**config.mk**
```make
export PLATFORM = sky130hd
export DESIGN_NAME = bicubic_fetch_ctrl
export DESIGN_NICKNAME = d
export VERILOG_FILES = /design/src/rtl/bicubic_fetch_ctrl.sv
export SDC_FILE = /design/constraint.sdc
export NUM_CORES = 1
export LEC_CHECK = 0
export ABC_AREA = 1
export BUFFER_PORTS_ARGS = -buffer_cell sky130_fd_sc_hd__buf_2
export CAP_MARGIN = 20
export CELL_PAD_IN_SITES_DETAIL_PLACEMENT = 0
export CELL_PAD_IN_SITES_GLOBAL_PLACEMENT = 1
export CORE_MARGIN = 10
export CORE_UTILIZATION = 40
export DETAILED_ROUTE_END_ITERATION = 10
export PLACE_DENSITY = 0.76
export RECOVER_POWER = 100
export SKIP_CTS_REPAIR_TIMING = 1
export SYNTH_ARGS = -nofsm -noshare
export SYNTH_HDL_FRONTEND = slang
export SYNTH_SLANG_ARGS = --single-unit
export TNS_END_PERCENT = 20
```
**constraint.sdc**
```tcl
create_clock -name CLK -period 5.3 [get_ports CLK]
set_clock_uncertainty 0.1 [all_clocks]
set_input_delay 0.265 -clock CLK [delete_from_list [all_inputs] [get_ports CLK]]
set_output_delay 0.265 -clock CLK [all_outputs]
set_load 0.005 [all_outputs]
```
**src/rtl/bicubic_fetch_ctrl.sv**
```systemverilog
// Bicubic scaler sequencer: latches a job, derives the source steps with a
// serial restoring divider, then walks target pixels in raster order. Each
// pixel gets a 4x4 ROM neighbourhood (reused when the base is unchanged), is
// offered to the interpolation engine, and its result is written to SRAM.
module bicubic_fetch_ctrl #(
  parameter int IMG_W = 100,
  parameter int IMG_H = 100
) (
  input  logic         CLK,
  input  logic         RST,
  input  logic         START,
  input  logic [6:0]   V0,
  input  logic [6:0]   H0,
  input  logic [4:0]   SH,
  input  logic [4:0]   SW,
  input  logic [5:0]   TH,
  input  logic [5:0]   TW,
  output logic         img_cen,
  output logic [13:0]  img_addr,
  input  logic [7:0]   img_data,
  output logic         win_valid,
  input  logic         win_ready,
  output logic [127:0] win_data,
  output logic [7:0]   win_dx,
  output logic [7:0]   win_dy,
  input  logic         res_valid,
  input  logic [7:0]   res_data,
  output logic         res_cen,
  output logic         res_wen,
  output logic [11:0]  res_addr,
  output logic [7:0]   res_d,
  output logic         busy,
  output logic         DONE
);

  typedef enum logic [3:0] {
    S_IDLE, S_DIV, S_POS, S_FETCH, S_OFFER, S_WAIT_RES, S_WRITE, S_ADV, S_FIN
  } state_t;

  localparam logic signed [9:0] ROW_MAX = 10'(IMG_H - 1);
  localparam logic signed [9:0] COL_MAX = 10'(IMG_W - 1);

  state_t      state;
  logic [6:0]  v0_q, h0_q;
  logic [4:0]  sh_q;
  logic [5:0]  th_q, tw_q;
  logic [12:0] dvd;
  logic [5:0]  rem;
  logic [11:0] quot;
  logic [4:0]  div_cnt;
  logic [12:0] step_x, step_y;
  // Positions are 16 bits so an origin of 127 plus a 31-pixel window still fits.
  logic [15:0] pos_x, pos_y;
  logic [5:0]  tx, ty;
  logic [7:0]  base_x, base_y;
  logic        held;
  logic [4:0]  fk;

  logic [7:0]  bx, by;
  logic [5:0]  dsor;
  logic [6:0]  rem_sh;
  logic        q_bit;
  logic [5:0]  rem_nx;
  logic [12:0] quot_nx;
  logic [3:0]  slot;

  // Clamped neighbourhood address for tap k around base (bx, by).
  function automatic logic [13:0] fetch_addr(input logic [7:0] fbx, input logic [7:0] fby,
                                             input logic [3:0] k);
    logic signed [9:0] r;
    logic signed [9:0] c;
    r = $signed({2'b00, fby}) - 10'sd1 + $signed({8'd0, k[3:2]});
    c = $signed({2'b00, fbx}) - 10'sd1 + $signed({8'd0, k[1:0]});
    if (r < 10'sd0) r = 10'sd0;
    else if (r > ROW_MAX) r = ROW_MAX;
    if (c < 10'sd0) c = 10'sd0;
    else if (c > COL_MAX) c = COL_MAX;
    return 14'(r * IMG_W + c);
  endfunction

  assign bx   = pos_x[15:8];
  assign by   = pos_y[15:8];
  assign slot = 4'(fk - 5'd1);

  // One restoring-division step; first 13 steps divide by TW, next 13 by TH.
  always_comb begin
    dsor    = (div_cnt < 5'd13) ? tw_q : th_q;
    rem_sh  = {rem, dvd[12]};
    q_bit   = (rem_sh >= {1'b0, dsor});
    rem_nx  = q_bit ? 6'(rem_sh - {1'b0, dsor}) : rem_sh[5:0];
    quot_nx = {quot, q_bit};
  end

  // Job sequencer with registered outputs.
  always_ff @(posedge CLK) begin
    if (RST) begin
      state     <= S_IDLE;
      held      <= 1'b0;
      busy      <= 1'b0;
      DONE      <= 1'b0;
      img_cen   <= 1'b1;
      img_addr  <= '0;
      win_valid <= 1'b0;
      win_data  <= '0;
      win_dx    <= '0;
      win_dy    <= '0;
      res_cen   <= 1'b1;
      res_wen   <= 1'b1;
      res_addr  <= '0;
      res_d     <= '0;
    end else begin
      case (state)
        S_IDLE: begin
          if (START) begin
            v0_q    <= V0;
            h0_q    <= H0;
            sh_q    <= SH;
            th_q    <= TH;
            tw_q    <= TW;
            dvd     <= {SW, 8'h00};
            rem     <= '0;
            quot    <= '0;
            div_cnt <= '0;
            busy    <= 1'b1;
            state   <= S_DIV;
          end
        end
        S_DIV: begin
          div_cnt <= div_cnt + 5'd1;
          if (div_cnt == 5'd12) begin
            step_x <= quot_nx;
            dvd    <= {sh_q, 8'h00};
            rem    <= '0;
            quot   <= '0;
          end else begin
            dvd  <= {dvd[11:0], 1'b0};
            rem  <= rem_nx;
            quot <= quot_nx[11:0];
          end
          if (div_cnt == 5'd25) begin
            step_y <= quot_nx;
            pos_x  <= {1'b0, h0_q, 8'h00};
            pos_y  <= {1'b0, v0_q, 8'h00};
            tx     <= '0;
            ty     <= '0;
            state  <= S_POS;
          end
        end
        S_POS: begin
          win_dx <= pos_x[7:0];
          win_dy <= pos_y[7:0];
          base_x <= bx;
          base_y <= by;
          if (held && bx == base_x && by == base_y) begin
            win_valid <= 1'b1;
            state     <= S_OFFER;
          end else begin
            held     <= 1'b0;
            img_cen  <= 1'b0;
            img_addr <= fetch_addr(bx, by, 4'd0);
            fk       <= '0;
            state    <= S_FETCH;
          end
        end
        S_FETCH: begin
          if (fk < 5'd15) img_addr <= fetch_addr(base_x, base_y, 4'(fk + 5'd1));
          if (fk == 5'd15) img_cen <= 1'b1;
          if (fk != 5'd0) win_data[{slot, 3'b000} +: 8] <= img_data;
          if (fk == 5'd16) begin
            held      <= 1'b1;
            win_valid <= 1'b1;
            state     <= S_OFFER;
          end else begin
            fk <= fk + 5'd1;
          end
        end
        S_OFFER: begin
          if (win_ready) begin
            win_valid <= 1'b0;
            state     <= S_WAIT_RES;
          end
        end
        S_WAIT_RES: begin
          if (res_valid) begin
            res_d    <= res_data;
            res_addr <= {6'd0, ty} * {6'd0, tw_q} + {6'd0, tx};
            res_cen  <= 1'b0;
            res_wen  <= 1'b0;
            state    <= S_WRITE;
          end
        end
        S_WRITE: begin
          res_cen <= 1'b1;
          res_wen <= 1'b1;
          state   <= S_ADV;
        end
        S_ADV: begin
          if (tx < tw_q - 6'd1) begin
            tx    <= tx + 6'd1;
            pos_x <= pos_x + {3'b000, step_x};
            state <= S_POS;
          end else if (ty < th_q - 6'd1) begin
            tx    <= '0;
            ty    <= ty + 6'd1;
            pos_x <= {1'b0, h0_q, 8'h00};
            pos_y <= pos_y + {3'b000, step_y};
            state <= S_POS;
          end else begin
            DONE  <= 1'b1;
            busy  <= 1'b0;
            state <= S_FIN;
          end
        end
        S_FIN: begin
          DONE  <= 1'b0;
          held  <= 1'b0;
          state <= S_IDLE;
        end
        default: state <= S_IDLE;
      endcase
    end
  end

endmodule

```
* Yosys cells after proc, flatten, opt, wreduce, memory -nomap -nowiden
Cells that the tools add are included.
W data, S select, Z words.
** Operators by class
- Shifts and indexed selects :: 2
- Add/sub/neg operators :: 20
- Equality and inequality tests :: 28
- $lt $le $gt $ge :: 13
- $mul :: 3
- Muxes and demuxes :: 81
- Reductions and logical operators :: 30
- Bitwise gates (word level) :: 1
** Operator list (number)
- $mux W10 :: 20
- $bwmux W128 :: 1
- $shift A8 B9 Y128 const A :: 1
- $shiftx A8 B9 Y128 :: 1
- $mux W16 :: 6
- $pmux W16 S2 :: 2
- $mux W6 :: 9
- $pmux W6 S2 :: 3
- $sub A8 B1 Y9 const B :: 4
- $add A16 B13 Y16 :: 2
- $pmux W4 S8 :: 1
- $add A14 B10 Y14 :: 2
- $mux W14 :: 2
- $mux W4 :: 7
- $pmux W14 S2 :: 1
- $mux W13 :: 2
- $ne A2 B2 Y1 const B :: 13
- $pmux W13 S2 :: 1
- $mul A10 B6 Y12 const B :: 2
- $mux W12 :: 2
- $pmux W12 S2 :: 1
- $reduce_and A3 Y1 :: 8
- $add A9 B3 Y10 :: 2
- $gt A10 B8 Y1 const B :: 2
- other kinds (37) :: 83
** Storage, ports and cells
- Input bits :: 57
- Flip-flop bits (word level) :: 346
- Word-level logic and storage cells :: 209
- Output and inout bits :: 184

* Longest topological paths before layout
Gate-level depths: netlist of the first run.
- Word-level depth :: 12
- Depth in mapped cells :: 36
- Mapped depth without buffers :: 36

* Worst setup path after synthesis of the first run
OpenSTA, ideal clock, no wires.
- Path kind :: reg2reg
- Start :: register fk[1]
- End :: register img_addr[13]
- Library setup time :: 0.109 ns
- Path buffers :: 0
- Path slack :: -0.510 ns
- Stages on the path, launching flop included :: 34
- Clock period less this slack :: 5.810 ns
- Arrival time :: 5.601 ns
- Required time :: 5.091 ns
- Cell sequence :: edfxtp_1 ha_1 nand2_1 xor2_1 inv_1 fa_1 or2_2 nor2_1 xor2_1 nand3_1 nand2_1 inv_1 nand2_1 nand2_1 nand2_1 nand3_1 ha_1 fa_1 ha_1 ha_1 inv_1 fa_1 inv_1 ha_1 nand2_1 o21a_1 a21boi_0 nand3b_1 nor2_1 nand2_1 nand3_1 nand3_1 nand2_1 inv_1
** Between the ends
- Longest elaborated chain between the ends :: 12
- Elaborated cells on any way between the ends :: 24
- Those cells by class :: add/sub: 4; mul: 1; order compare: 5; eq/ne: 1; mux: 12; reduce/logical: 1
** Ends and longest elaborated chain
- start, declared :: RTL line 57 : logic [4:0] fk;
- start signal, assigned :: RTL line 174 : fk <= fk + 5'd1;
- $add A5 B1 Y5
- $add A9 B3 Y10 :: RTL line 72 : r = $signed({2'b00, fby}) - 10'sd1 + $signed({8'd0, k[3:2]});
- $gt A10 B8 Y1 :: RTL line 75 : else if (r > ROW_MAX) r = ROW_MAX;
- $mux W10 :: RTL line 75
- $mux W10 :: RTL line 74 : if (r < 10'sd0) r = 10'sd0;
- $mux W10 :: RTL line 166 : if (fk < 5'd15) img_addr <= fetch_addr(base_x, base_y, 4'(fk + 5'd1));
- $mux W10 :: RTL line 112 : case (state)
- $mux W10 :: RTL line 96 : if (RST) begin
- $mul A10 B6 Y12 :: RTL line 78 : return 14'(r * IMG_W + c);
- $add A14 B10 Y14 :: RTL line 78
- $mux W14 :: RTL line 166
- $pmux W14 S2 :: RTL line 112
- end signal, assigned :: RTL line 160 : img_addr <= fetch_addr(bx, by, 4'd0);
- end signal, assigned :: RTL line 166
- end, declared :: RTL line 19 : output logic [13:0] img_addr,
Parallel ways exist; a longest one is shown, timed or not. The select of a mux whose other input is x is not followed.
A chain may end at the register's enable or synchronous reset.

* Final worst setup path of the first run
- Start :: register fk[1]
- End :: register img_addr[12]
The elaborated chain is that of the path after synthesis.

==> out/qor.yml, run 1 <==
htreeDepth: 2
syn_area_per_cell_um2: 8.20
hold_path.class: "in -> reg"
syn_area_um2: 19800
io_buffer_count: 240
cts_tree: "yes"
drt_iter0_drc: 1040
cp.depth: 35
clkLatencyLatePin_ps: 550
synth_top_family_by_area: "simple AND/OR/NAND/NOR gates"
ys_types: 57
finalCritPeriodShare: 1.09
grt_pass1_wl_um: 87500
design_area_um2: 23800
endpoint: "img_addr[12]$_SDFFE_PP0P_"
crit_family: "adder cells"
grt_use_total: 0.179
worstHoldStart: "img_data[7]"
relSlewSlack: 0.275
critPathKind: "reg -> reg"
dieArea_um2: 58900
ant_nets: 0
synth_xor_area_frac: 0.0358
cp_common_cell: "nand2_1"
yosysWarnings: 0
dpl.cell_count: 3309
synthAdderAreaFrac: 0.138
cp_slowest_cell: "fa_1"
worst-slew-pin-transition_ps: 1090
chipHeight_um: 243
muxShareOfSynthArea: 0.00101
numCtsBuffers: 39
max_clock_freq_mhz: 173
vdd_drop_max_mv: 0.292
synth_edf_count: 150
drtPass1Iterations: 5
root_buffer: "clkbuf_16"
ioPinCount: 241
whs_ps: 26.1
synth-async-reset-ratio: 0
grt_max_degree: 90
initial_core_util: 0.405
grt_pass1_vias: 16500
grt_antenna_before_repair: 0
failed_checks: "setup timing"
arrival_ps: 6120
die_w_um: 243
clockBufferDepth: 3
fin_crit_ps: 5790
synth_compound_area_frac: 0.124
num_vias: 17000
drc: 0
nNetsFinal: 2999
routed_wl_um: 55600
wl_per_cell_um: 16.2
core_area_um2: 49000
cp.required_ps: 5630
place_hpwl_um: 41800
power.density_nw_per_um2: 420
startpoint: "fk[1]$_SDFFCE_PN0P_"
place_area_um2: 22000
slew_viol_final: 0
layout-drive-gt1-share: 0.0969
r2r_start: "fk[1]$_SDFFCE_PN0P_"
yosys.area_share.simple: 0.207
slowest_delay_ps: 510
hold_viol_final: 0
ys_ff_latch: 338
gp_congestion: 0.869
worstPathMaxFanout: 3
clk_pin_slew_ps: 60
diodes: 0
overflow: 0
setup_viol: 6
worst_setup_path_start_kind: "register"
vias_per_cell: 4.94
nFillCells: 4851
rsz0062_at_grt: "true"
fin_cells: 3439
p_leak_nw: 10.7
utilization: 0.486
timing.critical_path.buf_inv: 7
r2r_setup_slack_ps: -490
area_growth_pct: 19.9
outcome: "finished with violations"
drv_cap: 0
r2r_end: "img_addr[12]$_SDFFE_PP0P_"
row_count: 81
reg2reg_depth: 35
cts_sinks: 338
setup_ws_ps: -488
worst_setup_path_end_kind: "register"
ys.flop_type: "dfxtp_1"
synthCells: 2419
ys_seq_area_frac: 0.417
report_power, final:
group          total [W]  switching, W  internal, W  leakage [nW]
Clock            0.00283       0.00110      0.00173         0.657
Sequential       0.00327      0.000203      0.00306          2.91
Combinational    0.00389       0.00236      0.00153          7.08
area by class of cell:
cell class	instances	area (um2)	share of cell area
multi-input combinational	1697	10200	0.429
sequential	338	8270	0.347
timing repair buffer	350	1920	0.0807
inverter	319	1200	0.0506
clock buffer	54	1160	0.0486
tap	664	831	0.0349
clock inverter	17	206	0.00868
registers in the layout, indices dropped and copies added (netlist names), 12 cells and up:
name	count
pos_y	16
step_y	13
quot	12
pos_x	16
step_x	13
img_addr	14
res_addr	12
win_data	128
cells in the final DEF, fill, tap and decap left out, types with 7 or more instances in the layout:
master and instances:
a21oi_1 153, nor2_2 11, clkinv_1 13, dlygate4sd3_1 53
clkbuf_1 186, xnor2_1 34, nand4_1 25, or2_2 7
xor2_1 42, o21ai_1 12, nor3_1 85, nand2_1 329
edfxtp_1 150, nand2_2 10, nor2_4 9, fa_1 35
a31oi_1 9, ha_1 154, conb_1 8, buf_4 50
nand3_1 80, nor2_1 368, o21ai_0 220, o21a_1 11
clkbuf_16 42, buf_2 66, dfxtp_1 188, inv_2 21
o21bai_1 9, inv_1 286, o211ai_1 8
how the worst min path moves through the flow:
stage	to	cells past startpoint	slack, ps
2_1_floorplan	h0_q[0]$_DFFE_PP_	0	260
3_3_place_gp	step_x[12]$_DFFE_PP_	0	330
3_5_place_dp	step_y[12]$_DFFE_PP_	0	340
4_1_cts	th_q[5]$_DFFE_PP_	1	-240
5_1_grt	win_data[7]$_SDFFE_PP0P_	3	6
6_report	win_data[7]$_SDFFE_PP0P_	3	30
per-layer routing:
layer / routed length (um) / global-route usage
met1: 25900 / 0.236
met2: 26300 / 0.304
met3: 2420 / 0.0288
met4: 966 / 0.0408
met5: 0 / 0
synth_stat cells (2+ instances only):
cell       count  area share
o21a_1        11      0.0042
clkinv_1      10      0.0019
nor2_4         6      0.0034
nor4_1         3     0.00095
conb_1         2     0.00038
edfxtp_1     150        0.23
fa_1          36       0.036
o211ai_1       8      0.0030
a21oi_2        2     0.00088
a31oi_1        9      0.0028
a21o_1         6      0.0023
inv_1        292       0.055
nor2_2         8      0.0025
and3_1         2     0.00063
or2_1          2     0.00063
nand2_2        6      0.0019
a211oi_1       4      0.0015
a21boi_0       4      0.0015
mux2i_1        2      0.0010
xor2_1        44       0.019
buf_2          5      0.0013
o21ai_0      220       0.056
nor3_4         4      0.0033
inv_2         16      0.0030
o21ai_1       12      0.0030
a21oi_1      154       0.039
o22ai_1        5      0.0016
nand3_1       82       0.021
xnor2_1       34       0.015
o31ai_1        5      0.0019
nor2_1       374       0.071
buf_1          3     0.00057
nand2_1      333       0.063
nor3_1        86       0.022
nand4_1       25      0.0079
o21bai_1       9      0.0034
or2_2          8      0.0025
o2111ai_1      3      0.0013
nand2_4        4      0.0023
clkbuf_1      55       0.010
ha_1         161        0.10
nand3b_1       6      0.0023
buf_6          7      0.0040
dfxtp_1      188        0.19
logic make-up after synthesis:
kind of cell	Yosys count
muxes	2
DFF	338
AOI/OAI and AO/OA	457
other	2
buffers and inverters	390
adders and majority gates	197
xor gates and xnor gates	79
and+or+nand+nor	954
stage by stage:
step | setup WS (ps) | total power, W | TNS [ps]
after floorplan | -204 | 0.00604 | -381
after global placement | -356 | 0.00705 | -1090
after detailed placement | -495 | 0.00712 | -2020
after CTS | -546 | 0.0100 | -2310
after global routing | -844 | 0.0108 | -4260
final | -488 | 0.00999 | -2310
tightest hold or removal path: stages:
cell and delay (ps):
buf_2 150, a21oi_1 140, nor3_1 50
Note: power is estimated with default switching activity, not from simulation.
==> inputs of run 2 (changes only) <==
==> constraint.sdc (replaced) <==
create_clock -name CLK -period 5.3 [get_ports CLK]
set_clock_uncertainty 0.1 [all_clocks]
set_input_delay 1.06 -clock CLK [delete_from_list [all_inputs] [get_ports CLK]]
set_output_delay 1.06 -clock CLK [all_outputs]
set_load 0.005 [all_outputs]
==> run 2 against run 1 <==
Effect of this change:
- the run ends with capacitance limit, slew limit, setup timing left
- wire length is 0.96% lower
- total power is 0.57% lower
- core utilization fell by 1.4 points
- final cell count decreased by 1.5%
- sequential share of layout area rose by 1.0 points
- maximum frequency about the same
- global-route usage stayed put
- critical path type unchanged
- largest cell class unchanged
==> out/qor.yml, run 2 (same netlist as run 1, synthesis figures left out) <==
outcome: "finished with violations"
failed_checks: "capacitance limit, slew limit, setup timing"
grt_pass1_vias: 16500
hold_end: "step_y[12]$_DFFE_PP_"
rsz0062_at_grt: "true"
r2r_setup_slack_ps: -490
worst-slew-pin-transition_ps: 1670
drv_cap: 4
drt_iter0_drc: 1020
worstPathMaxFanout: 3
vias_per_cell: 4.95
hold_path.class: "reg -> reg"
regMostFlops: "win_data"
max_clock_freq_mhz: 173
htreeDepth: 2
finalSetupTns_ps: -2290
clkLatencyLatePin_ps: 550
cts_tree: "yes"
core_area_um2: 49000
hold_viol_final: 0
relSlewSlack: -0.114
initial_core_util: 0.405
io_buffer_count: 240
grt_use_total: 0.179
r2r_end: "img_addr[12]$_SDFFE_PP0P_"
p_leak_nw: 10.4
setup_ws_ps: -486
cp_slowest_cell: "fa_1"
cts_sinks: 338
reg2reg_depth: 35
chipHeight_um: 243
clk_pin_slew_ps: 60
drc: 0
area_growth_pct: 16.6
arrival_ps: 6120
root_buffer: "clkbuf_16"
slew_viol_final: 62
fin_crit_ps: 5790
diodes: 0
r2r_start: "fk[1]$_SDFFCE_PN0P_"
worst_setup_path_end_kind: "register"
place_hpwl_um: 41800
grt_max_degree: 90
die_w_um: 243
place_area_um2: 22000
final_common_cell: "nor2_1"
grt_antenna_before_repair: 0
numCtsBuffers: 39
clockBufferDepth: 3
largestRegisters: "win_data: 128 flops, pos_x: 16 flops, pos_y: 16 flops"
critPathKind: "reg -> reg"
row_count: 81
setup_viol: 6
routed_wl_um: 55100
cp.required_ps: 5630
nNetsFinal: 2946
design_area_um2: 23100
vdd_drop_max_mv: 0.291
final_cell_mix: "nor2_1, nand2_1, inv_1"
nFillCells: 4937
ioPinCount: 241
dieArea_um2: 58900
grt_pass1_wl_um: 87500
largest_reg_flops: 128
wl_per_cell_um: 16.3
finalCritPeriodShare: 1.09
power.density_nw_per_um2: 430
overflow: 0
worstHoldStart: "quot[11]$_SDFFCE_PP0P_"
hold_depth: 0
drtPass1Iterations: 5
gp_congestion: 0.869
num_vias: 16800
ant_nets: 0
layout-drive-gt1-share: 0.0860
cp_common_cell: "nand2_1"
worst_setup_path_start_kind: "register"
slowest_delay_ps: 510
run 2: cell type report:
type | count | area, um2 | share of cell area
multi-input cells | 1697 | 10100 | 0.437
flip-flops and latches | 338 | 8270 | 0.357
repair buffers | 297 | 1360 | 0.0589
inverters | 319 | 1200 | 0.0519
clock buffers | 54 | 1160 | 0.0500
well taps | 664 | 831 | 0.0359
clock inverters | 17 | 206 | 0.00893
run 2: critical path: cells and delay by family (launching register included):
kind / cells / cell delay (ps)
AO/OA/AOI/OAI: 3 / 270
buffers and inverters: 7 / 390
adder cells (fa/ha/maj): 9 / 2620
flip-flops: 1 / 420
AND/OR/NAND/NOR: 15 / 1730
XOR/XNOR: 1 / 160
run 2: routing by layer:
layer / vias up / track usage / wire (um)
met5: - / 0 / 0
met2: 358 / 0.304 / 26000
met3: 67 / 0.0288 / 2590
met1: 7783 / 0.236 / 25600
met4: 0 / 0.0408 / 871
li1: 8556 / - / -
run 2: how the worst max path moves through the flow:
stage | end | cells past startpoint | startpoint
6_report | img_addr[12]$_SDFFE_PP0P_ | 35 | fk[1]$_SDFFCE_PN0P_
5_1_grt | img_addr[13]$_SDFFE_PP0P_ | 34 | fk[1]$_SDFFCE_PN0P_
4_1_cts | img_addr[13]$_SDFFE_PP0P_ | 34 | fk[1]$_SDFFCE_PN0P_
3_5_place_dp | img_addr[13]$_SDFFE_PP0P_ | 34 | fk[1]$_SDFFCE_PN0P_
3_3_place_gp | img_addr[13]$_SDFFE_PP0P_ | 34 | fk[1]$_SDFFCE_PN0P_
2_1_floorplan | img_addr[13]$_SDFFE_PP0P_ | 32 | fk[2]$_SDFFCE_PN0P_
run 2: through the flow:
stage	power, W	utilization	setup WS (ps)	cells	hold WS, ps
floorplan	0.00604	-	-204	2425	321
global placement	0.00705	0.450	-356	3309	332
detailed placement	0.00712	0.450	-495	3309	342
CTS	0.0100	0.478	-546	3380	356
global route	0.0107	0.472	-844	3386	367
finish	0.00994	0.472	-486	3386	354
run 2: power by group:
| group | switching, W | internal (W) |
|---|---|---|
| registers | 0.000203 | 0.00307 |
| logic | 0.00234 | 0.00149 |
| clock network | 0.00110 | 0.00173 |
